### src/rtl/adder_arbiter_pkg.sv
// -----------------------------------------------------------------------------
// adder_arbiter_pkg
// Shared definitions for the adder_arbiter block:
//   - state_e : two-state output-buffer encoding (IDLE = 0, HOLD = 1)
//   - clog2   : ceiling log2, used to size requester indices
// -----------------------------------------------------------------------------
package adder_arbiter_pkg;

    // IDLE: output buffer empty.  HOLD: a result is held for the consumer.
    typedef enum logic {
        IDLE = 1'b0,
        HOLD = 1'b1
    } state_e;

    // Ceiling log2.  Only ever called with n >= 2 here, so the result is >= 1
    // and index vectors never collapse to zero width.
    function automatic int clog2(input int n);
        int r;
        r = 0;
        for (int v = n - 1; v > 0; v = v >> 1) begin
            r = r + 1;
        end
        return r;
    endfunction

endpackage : adder_arbiter_pkg

### src/rtl/adder_arbiter_rr_arbiter.sv
// -----------------------------------------------------------------------------
// rr_arbiter
// Purely combinational round-robin arbiter.  The search starts at ptr and
// ascends modulo N; the first asserted request wins.
//
// Ports
//   req     in   N      request vector
//   ptr     in   IW     starting index of the search (must be < N)
//   gnt     out  N      one-hot grant (all zero when no request)
//   gnt_idx out  IW     binary index of the granted requester (0 when none)
// -----------------------------------------------------------------------------
module rr_arbiter
    import adder_arbiter_pkg::*;
#(
    parameter int N  = 4,
    parameter int IW = clog2(N)
) (
    input  logic [N-1:0]  req,
    input  logic [IW-1:0] ptr,
    output logic [N-1:0]  gnt,
    output logic [IW-1:0] gnt_idx
);

    // One extra bit so ptr + k (both < N) cannot overflow before the wrap.
    localparam logic [IW:0] N_W = (IW + 1)'(N);

    logic          found;
    logic [IW:0]   cand_sum;
    logic [IW-1:0] cand_idx;

    always_comb begin
        gnt      = '0;
        gnt_idx  = '0;
        found    = 1'b0;
        cand_sum = '0;
        cand_idx = '0;
        for (int k = 0; k < N; k++) begin
            // Rotated index: (ptr + k) mod N with a single conditional
            // subtraction, valid because ptr + k < 2N.
            cand_sum = {1'b0, ptr} + (IW + 1)'(k);
            if (cand_sum >= N_W) begin
                cand_sum = cand_sum - N_W;
            end
            cand_idx = cand_sum[IW-1:0];
            if (!found && req[cand_idx]) begin
                found         = 1'b1;
                gnt[cand_idx] = 1'b1;
                gnt_idx       = cand_idx;
            end
        end
    end

endmodule : rr_arbiter

### src/rtl/adder_arbiter.sv
// -----------------------------------------------------------------------------
// adder_arbiter
// NREQ requesters share one WIDTH-bit adder.  A round-robin arbiter picks one
// valid requester per cycle; its operands are added and the result is held in
// a one-entry output register until the consumer accepts it.  A new request
// may be accepted in the same cycle the held result leaves, giving one result
// per cycle while rsp_ready stays high.
//
// Ports
//   clk        in   1            clock, rising edge
//   rst_n      in   1            asynchronous active-low reset
//   req_valid  in   NREQ         per-requester operand valid
//   req_ready  out  NREQ         per-requester accept (at most one bit high)
//   req_a      in   NREQ*WIDTH   packed operand A, requester i at [i*WIDTH +: WIDTH]
//   req_b      in   NREQ*WIDTH   packed operand B, same packing
//   rsp_valid  out  1            result valid
//   rsp_ready  in   1            result accept
//   rsp_id     out  clog2(NREQ)  requester owning the result
//   rsp_sum    out  WIDTH        registered sum
//   rsp_carry  out  1            registered carry-out
//
// Build option
//   ADDER_ARBITER_SATURATE_EN : when defined, rsp_sum saturates to all-ones on
//   carry-out (rsp_carry still reports the true carry).  When undefined the
//   sum wraps modulo 2^WIDTH.
// -----------------------------------------------------------------------------
module adder_arbiter
    import adder_arbiter_pkg::*;
#(
    parameter int WIDTH = 8,
    parameter int NREQ  = 4
) (
    input  logic                      clk,
    input  logic                      rst_n,
    input  logic [NREQ-1:0]           req_valid,
    output logic [NREQ-1:0]           req_ready,
    input  logic [NREQ*WIDTH-1:0]     req_a,
    input  logic [NREQ*WIDTH-1:0]     req_b,
    output logic                      rsp_valid,
    input  logic                      rsp_ready,
    output logic [clog2(NREQ)-1:0]    rsp_id,
    output logic [WIDTH-1:0]          rsp_sum,
    output logic                      rsp_carry
);

    localparam int            IW       = clog2(NREQ);
    localparam logic [IW-1:0] LAST_IDX = IW'(NREQ - 1);

    // -------------------------------------------------------------------------
    // State
    // -------------------------------------------------------------------------
    state_e          state_q, state_d;
    logic [IW-1:0]   ptr_q,   ptr_d;
    logic [WIDTH-1:0] sum_q,  sum_d;
    logic            carry_q, carry_d;
    logic [IW-1:0]   id_q,    id_d;

    // -------------------------------------------------------------------------
    // Arbitration
    // -------------------------------------------------------------------------
    logic [NREQ-1:0] gnt;
    logic [IW-1:0]   gnt_idx;

    rr_arbiter #(
        .N  (NREQ),
        .IW (IW)
    ) u_rr_arbiter (
        .req     (req_valid),
        .ptr     (ptr_q),
        .gnt     (gnt),
        .gnt_idx (gnt_idx)
    );

    logic can_accept;
    logic req_fire;
    logic rsp_fire;

    // A slot is free when the buffer is empty or the held result is leaving
    // this cycle.  rst_n gates the grant so nothing is offered during reset.
    assign can_accept = rst_n && ((state_q == IDLE) || rsp_ready);
    assign req_ready  = can_accept ? gnt : '0;
    // gnt is only ever set for valid requesters, so any ready bit is a transfer.
    assign req_fire   = |req_ready;

    assign rsp_valid  = (state_q == HOLD);
    assign rsp_fire   = rsp_valid && rsp_ready;

    // -------------------------------------------------------------------------
    // Operand select and add
    // -------------------------------------------------------------------------
    logic [WIDTH-1:0] a_sel;
    logic [WIDTH-1:0] b_sel;
    logic [WIDTH:0]   sum_full;
    logic [WIDTH-1:0] sum_res;

    // AND-OR mux on the one-hot grant: no index arithmetic on the packed bus.
    always_comb begin
        a_sel = '0;
        b_sel = '0;
        for (int i = 0; i < NREQ; i++) begin
            if (gnt[i]) begin
                a_sel = a_sel | req_a[i*WIDTH +: WIDTH];
                b_sel = b_sel | req_b[i*WIDTH +: WIDTH];
            end
        end
    end

    assign sum_full = {1'b0, a_sel} + {1'b0, b_sel};

`ifdef ADDER_ARBITER_SATURATE_EN
    assign sum_res = sum_full[WIDTH] ? {WIDTH{1'b1}} : sum_full[WIDTH-1:0];
`else
    assign sum_res = sum_full[WIDTH-1:0];
`endif

    // -------------------------------------------------------------------------
    // Next-state logic
    // -------------------------------------------------------------------------
    always_comb begin
        state_d = state_q;
        ptr_d   = ptr_q;
        sum_d   = sum_q;
        carry_d = carry_q;
        id_d    = id_q;

        case (state_q)
            IDLE: begin
                if (req_fire) begin
                    state_d = HOLD;
                end
            end
            HOLD: begin
                // A request can only fire in HOLD when rsp_ready is high,
                // i.e. alongside a response transfer, so the buffer refills.
                if (rsp_fire && !req_fire) begin
                    state_d = IDLE;
                end
            end
            default: begin
                state_d = IDLE;
            end
        endcase

        if (req_fire) begin
            sum_d   = sum_res;
            carry_d = sum_full[WIDTH];
            id_d    = gnt_idx;
            ptr_d   = (gnt_idx == LAST_IDX) ? '0 : gnt_idx + 1'b1;
        end
    end

    // -------------------------------------------------------------------------
    // Registers
    // -------------------------------------------------------------------------
    always_ff @(posedge clk or negedge rst_n) begin
        if (!rst_n) begin
            state_q <= IDLE;
            ptr_q   <= '0;
            sum_q   <= '0;
            carry_q <= 1'b0;
            id_q    <= '0;
        end else begin
            state_q <= state_d;
            ptr_q   <= ptr_d;
            sum_q   <= sum_d;
            carry_q <= carry_d;
            id_q    <= id_d;
        end
    end

    assign rsp_sum   = sum_q;
    assign rsp_carry = carry_q;
    assign rsp_id    = id_q;

endmodule : adder_arbiter

### config.mk
export PLATFORM = sky130hd
export DESIGN_NAME = adder_arbiter
export DESIGN_NICKNAME = d
export VERILOG_FILES = /design/src/rtl/adder_arbiter_pkg.sv /design/src/rtl/adder_arbiter_rr_arbiter.sv /design/src/rtl/adder_arbiter.sv
export SDC_FILE = /design/constraint.sdc
export NUM_CORES = 1
export LEC_CHECK = 0
export CAP_MARGIN = 40
export CORE_ASPECT_RATIO = 1.5
export CORE_MARGIN = 2
export CORE_UTILIZATION = 41
export CTS_BUF_LIST = sky130_fd_sc_hd__clkbuf_16
export CTS_CLUSTER_SIZE = 28
export DETAILED_ROUTE_END_ITERATION = 7
export HOLD_SLACK_MARGIN = 0.12
export PLACE_DENSITY_LB_ADDON = 0.15
export SLEW_MARGIN = 10
export SYNTH_ARGS = -nofsm -noshare
export SYNTH_HDL_FRONTEND = slang
export SYNTH_HIERARCHICAL = 1
export SYNTH_SLANG_ARGS = --single-unit
### constraint.sdc
create_clock -name clk -period 4.74 [get_ports clk]
set_clock_uncertainty 0.05 [all_clocks]
set_input_delay 0.474 -clock clk [delete_from_list [all_inputs] [get_ports clk]]
set_output_delay 0.474 -clock clk [all_outputs]
set_load 0.02 [all_outputs]
==> impl_metrics.env <==
export IMPL_first_pass_iters=4
export IMPL_ys_seq_elements=14
export IMPL_final_period_utilization_pct=85.2
export IMPL_cts_hold_buf=0
export IMPL_r2r_cells=15
export IMPL_r2r_start="ptr_q[1]$_DFFE_PN0P_"
export IMPL_slew_headroom_pct=48.5
export IMPL_path_clk_slew_ps=50
export IMPL_clock_path_buffers=2
export IMPL_post_cts_buffers=0
export IMPL_hold_class="register to register"
export IMPL_dieArea_um2=4750
export IMPL_required_ps=4800
export IMPL_antenna_found_initial=0
export IMPL_grt_usage_pct=22.3
export IMPL_die_height_um=83.5
export IMPL_hold_viol=0
export IMPL_dieWidth_um=57.0
export IMPL_syn_nets=293
export IMPL_tns_ps=0
export IMPL_io_buffers=86
export IMPL_r2r_end="rsp_sum[4]$_DFFE_PN0P_"
export IMPL_root_buffer="clkbuf_16"
export IMPL_ys_flop_type="dfrtp_1"
export IMPL_syn_avg_cell_area_um2=8.34
export IMPL_async_reset_ff_share_pct=100
export IMPL_drive_gt1_share_pct=8.16
export IMPL_cellPowerDensity_nw_per_um2=842
export IMPL_critPathMaxFanout=18
export IMPL_grt_pass1_vias=1844
export IMPL_ff2ff_setup_slack_ps=860
export IMPL_yosys_warnings=6
export IMPL_endpoint="rsp_sum[6]$_DFFE_PN0P_"
export IMPL_tightest_slew_ps=771
export IMPL_route_detailed_drc=0
export IMPL_vias=1879
export IMPL_antenna_left=0
export IMPL_dp_hpwl_mm=4.11
export IMPL_cp_start_kind="input port"
export IMPL_cap_violations=0
export IMPL_grt_ovfl_total=0
export IMPL_ys_seq_area_share_pct=20.3
export IMPL_timing_final_ws_setup_ps=701
export IMPL_max_stage_delay_ps=620
export IMPL_postCtsResizedCells=0
export IMPL_setup_viol=0
export IMPL_slowest_stage="mux4_2"
export IMPL_antennaDiodeCount=0
export IMPL_mostFrequentLayoutCells="clkdlybuf4s50_1 (86), nand2_1 (33), a22oi_1 (32)"
export IMPL_status="finished clean"
export IMPL_dp_slack_ps=492
export IMPL_initial_utilization_pct=43.2
export IMPL_grt_max_degree=23
export IMPL_cp_cell_sequence="clkdlybuf4s50_1, mux4_2, nand2_1, o21ai_0, a221o_2, a22oi_1, nand2_1, ha_1, inv_1, fa_1, nor2b_1, o31ai_1, nand2b_1, a211oi_1, o31ai_1"
export IMPL_via_per_inst=5.75
export IMPL_drtIter0Drc=72
export IMPL_clk_latency_ps=240
export IMPL_syn_inst=207
export IMPL_rows=28
export IMPL_min_from="rsp_sum[1]$_DFFE_PN0P_"
export IMPL_synth_edf_count=0
export IMPL_routedWlPerCell_um=16.1
export IMPL_grt_pass1_wl_mm=8.58
export IMPL_num_io_pins=87
export IMPL_num_nets_final=369
export IMPL_syn_area_um2=1730
export IMPL_ys_types=48
export IMPL_min_period_ps=4040
export IMPL_p_leak_nw=1.12
export IMPL_critPathKind="input port to register"
export IMPL_gp_congestion=0.839
export IMPL_cts_max_level=1
export IMPL_worst_setup_path_end_kind="register"
export IMPL_totalWireLength_mm=5.27
export IMPL_final_common_cell="clkdlybuf4s50_1"
export IMPL_drv_slew=0
export IMPL_ir_drop_mv=0.578
export IMPL_critPathLaunch="req_valid[3]"
export IMPL_coreArea_um2=3990
export IMPL_cts_sinks=14
export IMPL_cts_tree="done"
export IMPL_rsz0062_at_grt="false"
export IMPL_area_growth_pct=52.5
export IMPL_numCtsBuffers=3
export IMPL_clock_fmax_mhz=248
export IMPL_arrival_ps=4100
[critical path, delay by kind of cell]
family | cells | cell delay, ps
adder cells (fa/ha/maj) | 2 | 450
buffers and inverters | 2 | 630
AO/OA/AOI/OAI | 6 | 1540
multiplexers | 1 | 620
AND/OR/NAND/NOR | 4 | 360
[metrics by stage]
step                util, %  instances  hold WS (ps)  power [mW]  instance area, µm²
floorplan                 -        207           128        1.63                1730
global placement       63.9        323           419        2.05                2550
detailed placement     63.9        323           421        2.06                2550
CTS                    65.9        327           435        2.23                2630
global route           65.9        327           465        2.47                2630
finish                 65.9        327           432        2.22                2630
[state kept, by name (all words and copies together), names as in the netlist]
register   count
ptr_q          2
rsp_carry      1
rsp_id         2
rsp_sum        8
rsp_valid      1
[power by group]
group / leakage (nW) / switching, mW / internal, mW / total (mW)
clock network: 0.0385 / 0.0460 / 0.111 / 0.157
logic: 0.912 / 1.00 / 0.834 / 1.84
registers: 0.170 / 0.0340 / 0.189 / 0.223
total: 1.12 / 1.08 / 1.13 / 2.22
[layer usage]
layer,GRT usage (%),up-vias,part of all wire (%)
li1,-,924,-
met4,6.34,0,3.0
met5,0,-,0
met2,42.9,82,54
met3,4.03,20,5.7
met1,23.7,853,37
[cells in the mapped netlist, drive strengths merged (4+ instances only)]
library cell  instances  area (µm²)
nor2                  7        26.3
o31ai                 4        30.0
xor2                  4        35.0
mux2                  5        67.6
nand2                33         124
buf                  12        82.6
a221o                 4        45.0
a22oi                32         240
clkbuf                5        22.5
a21oi                 6        33.8
ha                   14         175
and3                  4        25.0
o21ai                18        90.1
dfrtp                14         350
inv                   7        26.3
nand2b                4        25.0
[final cells by class]
type                    count  area, µm²
multi-input cells         169       1240
fillers                   343       1360
inverters                   7       26.3
well taps                  45       56.3
clock buffers               3       75.1
flip-flops and latches     14        350
clock inverters             1       3.75
repair buffers             88        876
[worst min path at each step]
stage	endpoint	slack (ps)	depth (start not counted)
2_1_floorplan	ptr_q[0]$_DFFE_PN0P_	130	0
3_3_place_gp	rsp_sum[6]$_DFFE_PN0P_	420	2
3_5_place_dp	rsp_sum[6]$_DFFE_PN0P_	420	2
4_1_cts	rsp_sum[1]$_DFFE_PN0P_	430	2
5_1_grt	rsp_sum[5]$_DFFE_PN0P_	470	2
6_report	rsp_sum[1]$_DFFE_PN0P_	430	2
[kinds of logic (layout without fill, tap and decap cells)]
kind of cell | Yosys count | count (layout) | share of synthesized area [%]
AOI/OAI and AO/OA | 77 | 77 | 31.3
xor gates and xnor gates | 4 | 4 | 2.03
adders and majority gates | 15 | 15 | 11.3
buffers and inverters | 24 | 99 | 7.61
DFF | 14 | 14 | 20.3
muxes | 10 | 10 | 8.99
and+or+nand+nor | 63 | 63 | 18.5
No activity file was read; power rests on OpenSTA's default activity.
